`src/rtl/adder_nbit_pipe.sv`:
```
// Pipelined N-bit add/subtract: the carry chain is cut into SEG-bit segments,
// one register stage per segment, with a single global advance enable for flow control.
module adder_nbit_pipe #(
  parameter int N   = 16,
  parameter int SEG = 4
) (
  input  logic         clk,
  input  logic         rst,
  input  logic         in_valid,
  output logic         in_ready,
  input  logic [N-1:0] x,
  input  logic [N-1:0] y,
  input  logic         c_in,
  input  logic         sub,
  output logic         out_valid,
  input  logic         out_ready,
  output logic [N-1:0] sum,
  output logic         c_out,
  output logic         ovf
);

  localparam int STAGES = N / SEG;

  generate
    if (SEG < 1 || (N % SEG) != 0) begin : g_cfg_err
      $error("adder_nbit_pipe: N must be a positive multiple of SEG");
    end
  endgenerate

  // Handshake: an input is taken iff in_valid && in_ready; a result retires iff
  // out_valid && out_ready. in_ready is the global advance enable: the whole pipe
  // (data and valid bits) shifts when the last slot is empty or being consumed,
  // otherwise every stage holds.
  logic adv;

  logic         valid_q [STAGES];
  logic         valid_d [STAGES];
  logic         carry_q [STAGES];
  logic         carry_d [STAGES];
  logic [N-1:0] a_q     [STAGES];
  logic [N-1:0] a_d     [STAGES];
  logic [N-1:0] b_q     [STAGES];
  logic [N-1:0] b_d     [STAGES];
  logic [N-1:0] sum_q   [STAGES];
  logic [N-1:0] sum_d   [STAGES];
  logic         ovf_q;
  logic         ovf_d;

  logic [N-1:0] src_a;
  logic [N-1:0] src_b;
  logic [N-1:0] src_sum;
  logic         src_c;
  logic         src_v;
  logic [SEG:0] seg_res;

  assign adv = !valid_q[STAGES-1] || out_ready;

  // Operands shift right by SEG each stage so every stage adds the low segment;
  // finished sum bits enter at the top and shift down into final position.
  always_comb begin
    valid_d = valid_q;
    carry_d = carry_q;
    a_d     = a_q;
    b_d     = b_q;
    sum_d   = sum_q;
    ovf_d   = ovf_q;
    src_a   = '0;
    src_b   = '0;
    src_sum = '0;
    src_c   = 1'b0;
    src_v   = 1'b0;
    seg_res = '0;
    if (adv) begin
      for (int k = 0; k < STAGES; k++) begin
        if (k == 0) begin
          src_a   = x;
          src_b   = sub ? ~y : y;
          src_c   = sub ^ c_in;
          src_sum = '0;
          src_v   = in_valid;
        end else begin
          src_a   = a_q[k-1];
          src_b   = b_q[k-1];
          src_c   = carry_q[k-1];
          src_sum = sum_q[k-1];
          src_v   = valid_q[k-1];
        end
        seg_res    = {1'b0, src_a[SEG-1:0]} + {1'b0, src_b[SEG-1:0]} + {{SEG{1'b0}}, src_c};
        a_d[k]     = src_a >> SEG;
        b_d[k]     = src_b >> SEG;
        sum_d[k]   = (src_sum >> SEG) | (N'(seg_res[SEG-1:0]) << (N - SEG));
        carry_d[k] = seg_res[SEG];
        valid_d[k] = src_v;
        // Carry into the MSB is recovered from the MSB sum bit and its operands.
        if (k == STAGES - 1) begin
          ovf_d = seg_res[SEG] ^ seg_res[SEG-1] ^ src_a[SEG-1] ^ src_b[SEG-1];
        end
      end
    end
  end

  always_ff @(posedge clk) begin
    if (rst) begin
      for (int k = 0; k < STAGES; k++) begin
        valid_q[k] <= 1'b0;
        carry_q[k] <= 1'b0;
        a_q[k]     <= '0;
        b_q[k]     <= '0;
        sum_q[k]   <= '0;
      end
      ovf_q <= 1'b0;
    end else begin
      valid_q <= valid_d;
      carry_q <= carry_d;
      a_q     <= a_d;
      b_q     <= b_d;
      sum_q   <= sum_d;
      ovf_q   <= ovf_d;
    end
  end

  assign in_ready  = adv;
  assign out_valid = valid_q[STAGES-1];
  assign sum       = sum_q[STAGES-1];
  assign c_out     = carry_q[STAGES-1];
  assign ovf       = ovf_q;

endmodule
```
`config.mk`:
```
export PLATFORM = sky130hd
export DESIGN_NAME = adder_nbit_pipe
export DESIGN_NICKNAME = d
export VERILOG_FILES = /design/src/rtl/adder_nbit_pipe.sv
export SDC_FILE = /design/constraint.sdc
export NUM_CORES = 1
export LEC_CHECK = 0
export CAP_MARGIN = 25
export CELL_PAD_IN_SITES_DETAIL_PLACEMENT = 1
export CELL_PAD_IN_SITES_GLOBAL_PLACEMENT = 2
export CORE_MARGIN = 8
export CORE_UTILIZATION = 33
export CTS_CLUSTER_DIAMETER = 60
export DETAILED_ROUTE_END_ITERATION = 10
export PLACE_DENSITY = 0.85
export SETUP_SLACK_MARGIN = 0.2
export SLEW_MARGIN = 0
export SYNTH_ARGS = -nofsm -noshare
export SYNTH_HDL_FRONTEND = slang
export SYNTH_SLANG_ARGS = --single-unit
```
`constraint.sdc`:
```
create_clock -name clk -period 3.05 [get_ports clk]
set_clock_uncertainty 0.1 [all_clocks]
set_input_delay 0.305 -clock clk [delete_from_list [all_inputs] [get_ports clk]]
set_output_delay 0.305 -clock clk [all_outputs]
set_load 0.005 [all_outputs]
```
==> results of run 1 <==
## worst min path at each step
stage / to / slack, ns / cells past startpoint
floorplan: a_q[16]$_SDFFE_PP0P_ / 0.33 / 2
global placement: b_q[16]$_SDFFE_PP0P_ / 0.34 / 2
detailed placement: b_q[37]$_SDFFE_PP0P_ / 0.35 / 2
CTS: b_q[37]$_SDFFE_PP0P_ / 0.35 / 2
global route: sum_q[45]$_SDFFE_PP0P_ / 0.38 / 2
finish: sum[4]$_SDFFE_PP0P_ / 0.35 / 2
## area by class of cell
cell class                 instances  area share
clock inverter                     4     0.00906
sequential                        97       0.390
clock buffer                      11      0.0468
inverter                           9     0.00704
multi-input combinational        335       0.380
tap                              172      0.0433
timing repair buffer              62       0.124
## worst max-delay path, stage by stage
cell and delay, ns:
clkdlybuf4s50_1 0.54, buf_4 0.30, xor2_1 0.29, ha_1 0.29, a21o_1 0.17, a21oi_1 0.19
xnor2_1 0.14, nand2_1 0.07, a21oi_1 0.14
## kinds of logic after synthesis
family | count (synthesis)
buffers and inverters | 59
and+or+nand+nor | 179
adders and majority gates | 20
AOI/OAI and AO/OA | 109
DFF | 97
xor gates and xnor gates | 27
## layout by cell type (no fill, tap or decap), types with 6 or more instances in the layout
| master | instances |
|---|---|
| xor2_1 | 6 |
| a211oi_1 | 20 |
| nor2_1 | 27 |
| nand2_1 | 147 |
| a21oi_1 | 77 |
| dfxtp_1 | 97 |
| clkbuf_16 | 9 |
| fa_1 | 8 |
| a21o_1 | 6 |
| clkdlybuf4s50_1 | 56 |
| xnor2_1 | 20 |
| inv_1 | 8 |
| ha_1 | 12 |
## layer usage
metal	track usage	wire length, um	part of all wire	up-vias
met1	0.151	4520	0.49	1430
met4	0.0629	198	0.021	0
met2	0.188	4240	0.46	43
li1	-	-	-	1619
met5	0	0	0	-
met3	0.0219	276	0.030	12
## through the flow
step	instance area, um2	cells	total power, mW	utilization
after floorplan	4170	491	1.63	-
after global placement	4700	675	1.73	0.377
after detailed placement	4700	675	1.75	0.377
after CTS	4970	690	2.84	0.399
after global routing	4970	690	2.94	0.399
final	4970	690	2.79	0.399
## registers in the layout, summed over array words and instances (netlist names)
register,flops
out_valid,1
sum,16
valid_q,3
c_out,1
ovf,1
b_q,24
carry_q,3
sum_q,24
a_q,24
## power by group through the flow
| stage | logic (mW) | clock network (mW) | registers [mW] |
|---|---|---|---|
| floorplan | 0.210 | 0 | 1.42 |
| global route | 0.354 | 1.17 | 1.41 |
| CTS | 0.319 | 1.12 | 1.40 |
| detailed placement | 0.317 | 0 | 1.43 |
| finish | 0.313 | 1.08 | 1.40 |
| global placement | 0.305 | 0 | 1.43 |
==> key figures, run 1 <==
Run status
  – Outcome: finished clean

Cells and area
  – Storage element area: just under 0.002 mm2
  – # nets final: ~570
  – ANT cells: 0
  – Syn-to-layout area delta: 19.4%
  – Share of post-route cells with drive strength above 1: 0.0502
  – Area of the multi-input gates: 0.00189 mm2
  – Filler cell count in the final layout: approximately 1,500

Yosys
  – Dominant synthesized flop cell: dfxtp_1
  – Yosys reg bits: 97
  – Synth Area in XOR/XNOR: 0.0586
  – Largest family of logic cells by synthesized area: simple AND/OR/NAND/NOR gates
  – Number of synthesized flops with an enable pin: 0
  – Commonest cells post-synth: nand2_1 (147), dfxtp_1 (97), a21oi_1 (77)
  – Largest cells by area after synthesis: dfxtp_1 (47%), nand2_1 (13%), a21oi_1 (9.3%)
  – Leading area contributor after synthesis: dfxtp_1
  – Synth Area in Compound Gates: 0.153
  – Async SR Flop Fraction: 0
  – Mux contribution to synthesized area: 0
  – Syn Nets: 549
  – Synth cell types: 25
  – Mapped Cells: slightly below 500
  – Share of the synthesized area in the top cell type: 0.466
  – Top-count cell post-synth: nand2_1
  – Post-Synth Adder-Cell Area: 0.0745
  – Area share of and/or/nand/nor cells after synthesis: 0.166
  – Avg Cell Area, Syn: 8.48 um2
  – Post-synthesis cell area: 0.00417 mm2
  – Sequential cell area fraction in the yosys report: 0.466
  – Synth Warn #: 0

Setup path
  – R2r worst-path depth: 9
  – WP data arrival: 2.44 ns
  – Crit end category: flop
  – Kind of critical path: in -> reg
  – R2r endpoint: ovf$_SDFFE_PP0P_
  – Setup crit end: sum_q[63]$_SDFFE_PP0P_
  – Req. time, crit path: 3.22 ns
  – Reg2reg start: carry_q[1]$_SDFFE_PP0P_
  – CP startpoint kind: input port
  – CP Launch Point: sub
  – Crit path max fanout: 15
  – R2r setup slk: 0.89 ns

Power and ir drop
  – PD cells: roughly 560 mW/mm2
  – Net Sw Frac: 0.232
  – Leak pwr: 1.93 nW
  – Combinational power share: 0.112
  – Internal power: 2.14 mW
  – Sequential share of power: 0.502
  – Clk pwr share: 0.386
  – Highest ir drop seen on vdd: between 200 and 250 uV
  – Net Sw Power: around 0.65 mW

Timing
  – RSZ-0062 raised after global routing: false
  – Final hold vios: 0
  – Final slew viol count: 0
  – Worst-Margin Slew: 0.819 ns
  – Setup TNS: 0 ns
  – Fmax: 441 MHz
  – Fin crit period: between 2 and 2.5 ns
  – Fin crit share: 0.744
  – Rel. slew slack: 0.454
  – Hold Worst Slack: 0.352 ns
  – Final WS setup: 0.782 ns
  – # setup viols final: 0

Clocking
  – CTS buffer count: 9
  – Reg clk slew, reported paths: 0.06 ns
  – Cts repair resizes: 0
  – Clk_lat worst skew: 0.33 ns
  – Setup Buffers After CTS: 0
  – Hold-fix buffers, CTS: 0
  – Max H-tree Level: 3
  – Clk root buf: clkbuf_16
  – Clk buf depth: 2
  – TritonCTS Sinks: 97
  – CTS tree: yes

GRT
  – Pin count of the biggest net entering global routing: 98
  – Number of global-route vias before repair: 3,275
  – Initial antenna violation count: 0
  – Total track usage: 0.119
  – First-pass GRT wire length: roughly 16 mm
  – Congestion Overflow GR: 0

Routing
  – DR vias: 3,104
  – Starting DRT DRC Count: between 150 and 200
  – Post-DRT Antenna Nets: 0
  – Drc violations: 0
  – DRT Wirelength: 9.24 mm
  – Wirelength per Cell: 13.4 um
  – First-pass DRT Iterations: 4
  – DR vias/cell: approximately 4.5

Die
  – I/O Pins: 58
  – FP Rows: 41
  – Core area: between 0.01 and 0.015 mm2
  – Die Ht: 128 um
  – Initial core utilization: 0.334
  – Die Wd: 128 um
  – Die Area: 0.0165 mm2

Min path
  – Worst Hold Class: reg -> reg
  – Hold_sp: sum[4]$_SDFFE_PP0P_

Placed design
  – DPL Wire Length: 6.20 mm
  – # port buffers: 57
  – GPL Wtd Cong: 0.753
  – Post-place setup slack: 0.425 ns

Run
  – MaxCap Viol Count: 0
Power figures use the tool's default switching activity.
==> inputs of run 2 (changes only) <==
--- a/config.mk
+++ b/config.mk
@@ -9,10 +9,10 @@
 export CELL_PAD_IN_SITES_DETAIL_PLACEMENT = 1
 export CELL_PAD_IN_SITES_GLOBAL_PLACEMENT = 2
 export CORE_MARGIN = 8
-export CORE_UTILIZATION = 33
+export CORE_UTILIZATION = 29
 export CTS_CLUSTER_DIAMETER = 60
 export DETAILED_ROUTE_END_ITERATION = 10
-export PLACE_DENSITY = 0.85
+export PLACE_DENSITY = 0.79
 export SETUP_SLACK_MARGIN = 0.2
 export SLEW_MARGIN = 0
 export SYNTH_ARGS = -nofsm -noshare
==> constraint.sdc (replaced) <==
create_clock -name clk -period 1.85 [get_ports clk]
set_clock_uncertainty 0.1 [all_clocks]
set_input_delay 0.185 -clock clk [delete_from_list [all_inputs] [get_ports clk]]
set_output_delay 0.185 -clock clk [all_outputs]
set_load 0.005 [all_outputs]
==> key figures, run 2 (synthesis results as in run 1) <==
Run status
  – Outcome: finished, violations left
  – Failing checks: negative setup slack

Timing
  – # setup viols final: 3
  – Final WS setup: -0.144 ns
  – Hold Worst Slack: around 0.16 ns
  – Final slew viol count: 0
  – RSZ-0062 raised after global routing: true
  – Fmax: about 500 MHz
  – Fin crit share: 1.08
  – Final hold vios: 0
  – Rel. slew slack: 0.677
  – Fin crit period: 1.99 ns
  – Worst-Margin Slew: 0.484 ns
  – Setup TNS: -0.242 ns

Die
  – Die Area: 0.0185 mm2
  – Core area: 0.0143 mm2
  – Die Ht: 136 um
  – Die Wd: 136 um
  – FP Rows: 44
  – Initial core utilization: 0.292
  – I/O Pins: 58

GRT
  – Congestion Overflow GR: 0
  – First-pass GRT wire length: 16.1 mm
  – Total track usage: 0.108
  – Initial antenna violation count: 0
  – Number of global-route vias before repair: ~3,300
  – Pin count of the biggest net entering global routing: 81

Setup path
  – Crit path max fanout: 2
  – Slowest CP cell: fa_2
  – Max incr delay on CP: 0.36 ns
  – CP Cell Sequence: inv_2 -> fa_2 -> inv_2 -> fa_2 -> a21o_1 -> a21oi_2 -> xnor2_1 -> xnor2_1 -> a211oi_2
  – CP delay by family, top: adder cells
  – CP startpoint kind: flop
  – WP data arrival: approximately 2.1 ns
  – Crit end category: flop
  – Worst path bufs/invs: 2
  – Kind of critical path: reg -> reg
  – Req. time, crit path: 1.96 ns

Clocking
  – Clk buf depth: 2
  – Max H-tree Level: 3
  – TritonCTS Sinks: 97
  – Hold-fix buffers, CTS: 0
  – Reg clk slew, reported paths: roughly 0.06 ns
  – Clk root buf: clkbuf_16
  – CTS tree: yes
  – CTS buffer count: 9
  – Clk_lat worst skew: 0.34 ns

Power and ir drop
  – Net Sw Frac: 0.233
  – PD cells: between 800 and 900 mW/mm2
  – Combinational power share: 0.126
  – Clk pwr share: 0.386
  – Highest ir drop seen on vdd: 400 uV
  – Internal power: about 3.6 mW
  – Net Sw Power: 1.11 mW
  – Leak pwr: approximately 2 nW
  – Sequential share of power: 0.488

Placed design
  – # port buffers: 57
  – GPL Wtd Cong: approximately 0.74
  – DP Cell Count: 695
  – DPL Wire Length: roughly 6.7 mm

Cells and area
  – ANT cells: 0
  – Top flop regs: a_q x24, b_q x24, sum_q x24
  – Area of the multi-input gates: between 0.002 and 0.0025 mm2
  – Share of post-route cells with drive strength above 1: 0.154
  – Commonest non-fill, non-tap cells in the layout: nand2_1 (147), dfxtp_1 (89), a21oi_1 (71)
  – Storage element area: 0.00195 mm2
  – Filler cell count in the final layout: between 1,500 and 2,000
  – Syn-to-layout area delta: 27.1%
  – Commonest non-fill, non-tap cell in the layout: nand2_1
  – Fin cells: a little over 700
  – # nets final: 586

Routing
  – First-pass DRT Iterations: 4
  – Starting DRT DRC Count: 205
  – DR vias: 3,210
  – Post-DRT Antenna Nets: 0
  – Wirelength per Cell: ~14 um
  – DR vias/cell: 4.48
  – Drc violations: 0
  – DRT Wirelength: 9.90 mm

Run
  – MaxCap Viol Count: 0

Min path
  – Worst Hold Class: in -> reg
run 2: worst min-delay path: stages:
cell and delay [ns]:
buf_2 0.14, buf_12 0.18, a21oi_2 0.04
run 2: area by class of cell:
| cell class | count | share of cell area |
|---|---|---|
| clock inverters | 3 | 0.00756 |
| repair buffers | 76 | 0.143 |
| inverters | 9 | 0.00662 |
| clock buffers | 13 | 0.0473 |
| flip-flops and latches | 97 | 0.369 |
| well taps | 184 | 0.0435 |
| multi-input cells | 335 | 0.383 |
run 2: repair_timing:
action	in CTS	in global routing
gates resized for setup	21	33
endpoints found under the setup margin	17	15
pin swaps	14	21
setup buffers	3	3
run 2: metal layers:
layer  track usage  share of wire  wire (um)  vias to the layer above
met1         0.137           0.48       4780                     1497
li1              -              -          -                     1647
met2         0.172           0.47       4610                       49
met3        0.0148          0.024        233                       17
met5             0              0          0                        -
met4        0.0623          0.028        273                        0
run 2: path summary, 6_finish.rpt:
check	start	endpoint	slack, ns	cells past startpoint
setup / recovery	carry_q[1]$_SDFFE_PP0P_	ovf$_SDFFE_PP0P_	-0.14	9
hold / removal	rst	sum_q[63]$_SDFFE_PP0P_	0.16	3
setup reg to reg	carry_q[1]$_SDFFE_PP0P_	ovf$_SDFFE_PP0P_	-0.14	9
hold reg to reg	sum[0]$_SDFFE_PP0P_	sum[0]$_SDFFE_PP0P_	0.35	2
run 2: stage by stage:
step           area, um2  power [mW]  utilization  setup WS (ns)
5_1_grt             5300        4.95        0.371         -0.225
2_1_floorplan       4230        2.70            -         -0.174
3_5_place_dp        4830        2.92        0.339         -0.553
6_report            5300        4.74        0.371         -0.144
3_3_place_gp        4830        2.90        0.339         -0.477
4_1_cts             5170        4.78        0.362        -0.0691
run 2: power groups by stage:
stage | clock (mW) | combinational, mW | sequential, mW
CTS | 1.90 | 0.575 | 2.31
finish | 1.83 | 0.599 | 2.31
global placement | 0 | 0.546 | 2.35
floorplan | 0 | 0.366 | 2.34
global route | 1.95 | 0.668 | 2.33
detailed placement | 0 | 0.562 | 2.36
